**src/rtl/multicycle_cpu.sv**
```systemverilog
// rtl/multicycle_cpu.sv - multicycle MIPS-subset CPU with a single request/ready memory port
`timescale 1ns/1ps
module multicycle_cpu #(
    parameter int                ADDR_W   = 32,
    parameter logic [ADDR_W-1:0] RESET_PC = '0
) (
    input  logic              clk,
    input  logic              rst_n,
    output logic              mem_req,
    output logic              mem_we,
    output logic [ADDR_W-1:0] mem_addr,
    output logic [31:0]       mem_wdata,
    input  logic [31:0]       mem_rdata,
    input  logic              mem_ready,
    output logic [ADDR_W-1:0] pc,
    output logic [31:0]       inst,
    output logic [2:0]        state,
    output logic              halted
);

    typedef enum logic [2:0] {
        S_FETCH  = 3'd0,
        S_DECODE = 3'd1,
        S_EXEC   = 3'd2,
        S_MEM    = 3'd3,
        S_WB     = 3'd4,
        S_HALT   = 3'd5
    } state_t;

    localparam logic [5:0] OP_RTYPE = 6'b000000;
    localparam logic [5:0] OP_LW    = 6'b100011;
    localparam logic [5:0] OP_SW    = 6'b101011;
    localparam logic [5:0] OP_BEQ   = 6'b000100;
    localparam logic [5:0] OP_ADDI  = 6'b001000;
    localparam logic [5:0] OP_J     = 6'b000010;

    localparam logic [5:0] FN_ADD = 6'b100000;
    localparam logic [5:0] FN_SUB = 6'b100010;
    localparam logic [5:0] FN_AND = 6'b100100;
    localparam logic [5:0] FN_OR  = 6'b100101;
    localparam logic [5:0] FN_SLT = 6'b101010;

    state_t            st;
    logic [ADDR_W-1:0] pc_q;
    logic [ADDR_W-1:0] target;
    logic [31:0]       ir;
    logic [31:0]       a;
    logic [31:0]       b;
    logic [31:0]       aluout;
    logic [31:0]       mdr;
    logic [31:0]       rf [32];
    logic              halted_q;

    logic [5:0]  opcode;
    logic [5:0]  funct;
    logic [4:0]  rs;
    logic [4:0]  rt;
    logic [4:0]  rd;
    logic [15:0] imm16;
    logic [25:0] imm26;

    assign opcode = ir[31:26];
    assign rs     = ir[25:21];
    assign rt     = ir[20:16];
    assign rd     = ir[15:11];
    assign imm16  = ir[15:0];
    assign imm26  = ir[25:0];
    assign funct  = ir[5:0];

    logic [31:0] imm_ext;
    logic [31:0] br_off;
    logic [31:0] addr_sum;
    logic [31:0] pc_ext;
    logic [31:0] j_target;
    logic [31:0] alu_r;
    logic [31:0] wb_data;
    logic [4:0]  wb_dst;
    logic        is_r;
    logic        is_lw;
    logic        is_sw;
    logic        is_beq;
    logic        is_addi;
    logic        is_j;
    logic        supported;

    assign imm_ext  = {{16{imm16[15]}}, imm16};
    assign br_off   = imm_ext << 2;
    assign addr_sum = a + imm_ext;

    // Zero-extend the PC so the jump-region math is identical for every ADDR_W
    always_comb begin
        pc_ext             = '0;
        pc_ext[ADDR_W-1:0] = pc_q;
    end

    assign j_target = (pc_ext & 32'hF000_0000) | {4'b0000, imm26, 2'b00};

    // Instruction classification; an R-type with an unknown funct is unsupported
    always_comb begin
        is_r    = 1'b0;
        is_lw   = 1'b0;
        is_sw   = 1'b0;
        is_beq  = 1'b0;
        is_addi = 1'b0;
        is_j    = 1'b0;
        case (opcode)
            OP_RTYPE: is_r = (funct == FN_ADD) || (funct == FN_SUB) || (funct == FN_AND) ||
                             (funct == FN_OR)  || (funct == FN_SLT);
            OP_LW:    is_lw   = 1'b1;
            OP_SW:    is_sw   = 1'b1;
            OP_BEQ:   is_beq  = 1'b1;
            OP_ADDI:  is_addi = 1'b1;
            OP_J:     is_j    = 1'b1;
            default:  ;
        endcase
        supported = is_r | is_lw | is_sw | is_beq | is_addi | is_j;
    end

    // R-type ALU: wrap-around arithmetic, signed compare for slt
    always_comb begin
        case (funct)
            FN_SUB:  alu_r = a - b;
            FN_AND:  alu_r = a & b;
            FN_OR:   alu_r = a | b;
            FN_SLT:  alu_r = {31'd0, ($signed(a) < $signed(b))};
            default: alu_r = a + b;
        endcase
    end

    // Write-back destination and data selection
    always_comb begin
        wb_dst  = rt;
        wb_data = aluout;
        if (is_r) begin
            wb_dst = rd;
        end else if (is_lw) begin
            wb_data = mdr;
        end
    end

    // Request is gated by rst_n so it drops the instant reset asserts, and rises
    // straight away on release; the address/data only change on state transitions.
    assign mem_req   = rst_n && ((st == S_FETCH) || (st == S_MEM));
    assign mem_we    = (st == S_MEM) && is_sw;
    assign mem_addr  = (st == S_MEM) ? {aluout[ADDR_W-1:2], 2'b00} : {pc_q[ADDR_W-1:2], 2'b00};
    assign mem_wdata = b;

    assign pc     = pc_q;
    assign inst   = ir;
    assign state  = st;
    assign halted = halted_q;

    // Main FSM with all architectural state
    always_ff @(posedge clk or negedge rst_n) begin
        if (!rst_n) begin
            st       <= S_FETCH;
            pc_q     <= RESET_PC;
            target   <= '0;
            ir       <= '0;
            a        <= '0;
            b        <= '0;
            aluout   <= '0;
            mdr      <= '0;
            halted_q <= 1'b0;
            for (int i = 0; i < 32; i++) begin
                rf[i] <= '0;
            end
        end else begin
            case (st)
                S_FETCH: begin
                    if (mem_ready) begin
                        ir   <= mem_rdata;
                        pc_q <= pc_q + ADDR_W'(4);
                        st   <= S_DECODE;
                    end
                end
                S_DECODE: begin
                    a      <= rf[rs];
                    b      <= rf[rt];
                    target <= pc_q + br_off[ADDR_W-1:0];
                    if (supported) begin
                        st <= S_EXEC;
                    end else begin
                        st       <= S_HALT;
                        halted_q <= 1'b1;
                    end
                end
                S_EXEC: begin
                    if (is_r) begin
                        aluout <= alu_r;
                        st     <= S_WB;
                    end else if (is_addi) begin
                        aluout <= addr_sum;
                        st     <= S_WB;
                    end else if (is_lw || is_sw) begin
                        aluout <= addr_sum;
                        st     <= S_MEM;
                    end else if (is_beq) begin
                        if (a == b) begin
                            pc_q <= target;
                        end
                        st <= S_FETCH;
                    end else begin
                        pc_q <= j_target[ADDR_W-1:0];
                        st   <= S_FETCH;
                    end
                end
                S_MEM: begin
                    if (mem_ready) begin
                        if (is_sw) begin
                            st <= S_FETCH;
                        end else begin
                            mdr <= mem_rdata;
                            st  <= S_WB;
                        end
                    end
                end
                S_WB: begin
                    if (wb_dst != 5'd0) begin
                        rf[wb_dst] <= wb_data;
                    end
                    st <= S_FETCH;
                end
                default: begin
                    st       <= S_HALT;
                    halted_q <= 1'b1;
                end
            endcase
        end
    end

endmodule

```
**config.mk**
```make
export PLATFORM = sky130hd
export DESIGN_NAME = multicycle_cpu
export DESIGN_NICKNAME = d
export VERILOG_FILES = /design/src/rtl/multicycle_cpu.sv
export SDC_FILE = /design/constraint.sdc
export NUM_CORES = 2
export LEC_CHECK = 0
export BUFFER_PORTS_ARGS = -buffer_cell sky130_fd_sc_hd__buf_2
export CAP_MARGIN = 20
export CORE_ASPECT_RATIO = 0.8
export CORE_MARGIN = 2
export CORE_UTILIZATION = 59
export DETAILED_ROUTE_END_ITERATION = 16
export GPL_ROUTABILITY_DRIVEN = 1
export HOLD_SLACK_MARGIN = 0.03
export PLACE_DENSITY_LB_ADDON = 0.08
export SETUP_SLACK_MARGIN = 0.4
export SLEW_MARGIN = 30
export SYNTH_ARGS = -nofsm -noshare
export SYNTH_HDL_FRONTEND = slang
export SYNTH_SLANG_ARGS = --single-unit
```
**constraint.sdc**
```tcl
create_clock -name clk -period 8.6 [get_ports clk]
set_input_delay 1.72 -clock clk [delete_from_list [all_inputs] [get_ports clk]]
set_output_delay 1.72 -clock clk [all_outputs]
set_load 0.02 [all_outputs]
```
==> impl_metrics.tcl <==
set metrics [dict create \
    crit_slowest_cell "and3_1" \
    syn-instance-count 6503 \
    p_seq_frac 0.345 \
    die_w_um 388 \
    dp_cells 7742 \
    cts_tree "done" \
    clock.fmax_mhz 176 \
    fin_tns_setup_ns 0 \
    drt_pass1_iterations 6 \
    yosys-top-cells-area "dfrtp_1, mux4_2, o21ai_0" \
    drc 0 \
    power_leakage_nw 32.9 \
    layout.nets 6533 \
    place.port_buffers 166 \
    die_area_um2 121000 \
    antenna_left 0 \
    post-route-util 0.653 \
    start_util 0.595 \
    worstPathCellList "nor2b_1 > and3_1 > buf_4 > or3_1 > o31a_1 > o2111ai_1 > a21oi_1 > nand2_4 > nand2_1 > o21ai_0" \
    grt_max_degree 163 \
    yosysUniqueCellTypes 82 \
    ys_warn_count 0 \
    cts_resized 0 \
    yosysMostFrequentCell "dfrtp_1" \
    ys_seq_area_frac 0.451 \
    vias 53760 \
    switching_power_w 0.0107 \
    worst_setup_path_end_kind "flop" \
    final_cells 7973 \
    wirelength_mm 228 \
    core_area_um2 117000 \
    synth_top_area_cell "dfrtp_1" \
    status "complete, no violations" \
    critPathRequiredTime_ns 9.21 \
    grt_use_met2 0.569 \
    drt-initial-drc-count 6119 \
    p_per_area_nw_per_um2 345 \
    finalSetupViolCount 0 \
    ir_worst_vdd_mv 0.254 \
    p_sw_frac 0.406 \
    setup_slack_ns 2.93 \
    cp-start-kind "flop" \
    drive_gt1_frac 0.204 \
    rrSetupSlack_ns 2.93 \
    synth_xor_area_frac 0.00630 \
    syn2layout_area_growth_pct 9.71 \
    synth_area_um2 69500 \
    grt.overflow.total 0 \
    period_minus_slack_ns 5.67 \
    grt_pass1_wl_mm 341 \
    comb_power_share 0.432 \
    io_pins 169 \
    grt_use_total 0.382 \
    dpl_worst_slack_ns 3.16 \
    grt_pass1_vias 52153 \
    synth_top_area_share 0.451 \
    hp-class "flop to flop" \
    power.total_w 0.0263 \
    synth.area.mux_share 0.233 \
    clk_latency_ns 0.78 \
    skew_ns 0.0271 \
    clock_sinks 1252 \
    p_int_w 0.0156 \
    ctsHoldBuffers 0 \
    rsz0062_at_grt "false" \
    dpl.hpwl_mm 143 \
    crit_arrival_ns 6.27 \
    relSlewSlack 0.256 \
    clockRootBuffer "clkbuf_16" \
    synth_compound_gate_area_share 0.138 \
    grtUsageMet1 0.549 \
    ys_ff_latch 1252 \
    maxCapViolations 0 \
    crit_type "flop to flop" \
    hold_viol 0 \
    synth-adder-area-share 0.0294 \
    antenna_found_initial 6 \
    worst_pin_slew_ns 1.12 \
    top_usage_layer "met2" \
    period_share 0.659 \
    clockPowerShare 0.223 \
    yosys-top-cells-count "dfrtp_1, nand2_1, o21ai_0" \
    clock_tree.buffer_depth 3 \
    cts_made_buffers 131 \
    cts.htree.levels 4 \
    synth_top_family_by_area "multiplexers" \
    synth-simple-area-share 0.103 \
    final_max_slew_viol_count 0 \
    fp-row-count 112 \
    met3_usage 0.0887 \
    postCtsSetupBuffers 0 \
    syn_area_per_cell_um2 10.7 \
    gp_congestion 0.977 \
    synthFlopType "dfrtp_1" \
    async_flop_share 1.00 \
    synth-edff-count 0 \
    die_h_um 311 \
    via_per_inst 6.74 \
    wl_per_cell_um 28.6 \
    critPathMaxFanout 64 \
    max_stage_delay_ns 0.87 \
    clkTransAtPathRegs_ns 0.06 \
]
## routing by layer
| metal | vias to the layer above | share of wire |
|---|---|---|
| li1 | 23218 | - |
| met3 | 544 | 0.10 |
| met5 | - | 0.00012 |
| met2 | 2710 | 0.45 |
| met1 | 27284 | 0.41 |
| met4 | 4 | 0.042 |
## through the flow
step / hold WS [ns] / cell area [µm²]
floorplan: 0.439 / 69500
global placement: 0.376 / 71500
detailed placement: 0.382 / 71800
CTS: 0.396 / 76200
global route: 0.409 / 76200
finish: 0.394 / 76300
## power by group through the flow
stage	sequential [W]	clock, W	combinational, W
after global routing	0.00921	0.00615	0.0122
after floorplan	0.00835	0	0.00826
after detailed placement	0.00909	0	0.0112
after global placement	0.00902	0	0.0109
after CTS	0.00900	0.00592	0.0112
final	0.00907	0.00586	0.0114
## worst max-delay path, delay by kind of cell (launching register included)
| kind | cells | cell delay (ns) |
|---|---|---|
| AND/OR/NAND/NOR | 5 | 2.75 |
| flip-flops | 1 | 0.62 |
| AO/OA/AOI/OAI | 4 | 1.62 |
| buffers and inverters | 1 | 0.43 |
## state kept, by name, summed over array words and instances, names as in the netlist
register   count
aluout        32
halted         1
pc            32
inst          32
target        32
mdr           32
mem_wdata     32
state          3
a             32
rf          1024
## layout by cell type (no fill, tap or decap), types with 60 or more instances in the layout
cell type and n:
dfrtp_1 1241, inv_1 127, nand2_1 838, mux2_2 60, o21ai_0 712, mux4_2 640
buf_4 102, ha_1 157, nand3_1 67, clkbuf_16 133, mux2i_1 77, nor2_1 665
a21oi_1 700, buf_2 165
## layout make-up
class                   count  area (µm²)
fillers                  9267       40500
repair buffers            298        2160
flip-flops and latches   1252       31400
inverters                 127         477
clock inverters            46         598
diodes                      4        10.0
multi-input cells        4527       36000
well taps                1539        1930
clock buffers             180        3740
## path summary, 6_finish.rpt
| check | depth (start not counted) | startpoint | end |
|---|---|---|---|
| min in group asynchronous | 1 | rst_n | rf[732] |
| max in group asynchronous | 4 | rst_n | rf[104] |
| worst min register to register | 0 | rf[994] | rf[994] |
| worst max-delay path | 10 | inst[5] | rf[130] |
| worst max register to register | 10 | inst[5] | rf[130] |
| worst min-delay path | 0 | rf[994] | rf[994] |
## cell families (layout without fill, tap and decap cells)
group / Yosys count / after routing
AND/OR/NAND/NOR: 1775 / 1775
adder cells (fa/ha/maj): 161 / 161
multiplexers: 809 / 809
flip-flops: 1252 / 1252
other: 1 / 6
AO/OA/AOI/OAI: 1730 / 1730
buffers and inverters: 725 / 651
XOR/XNOR: 50 / 50
(Power assumes the default switching activity.)
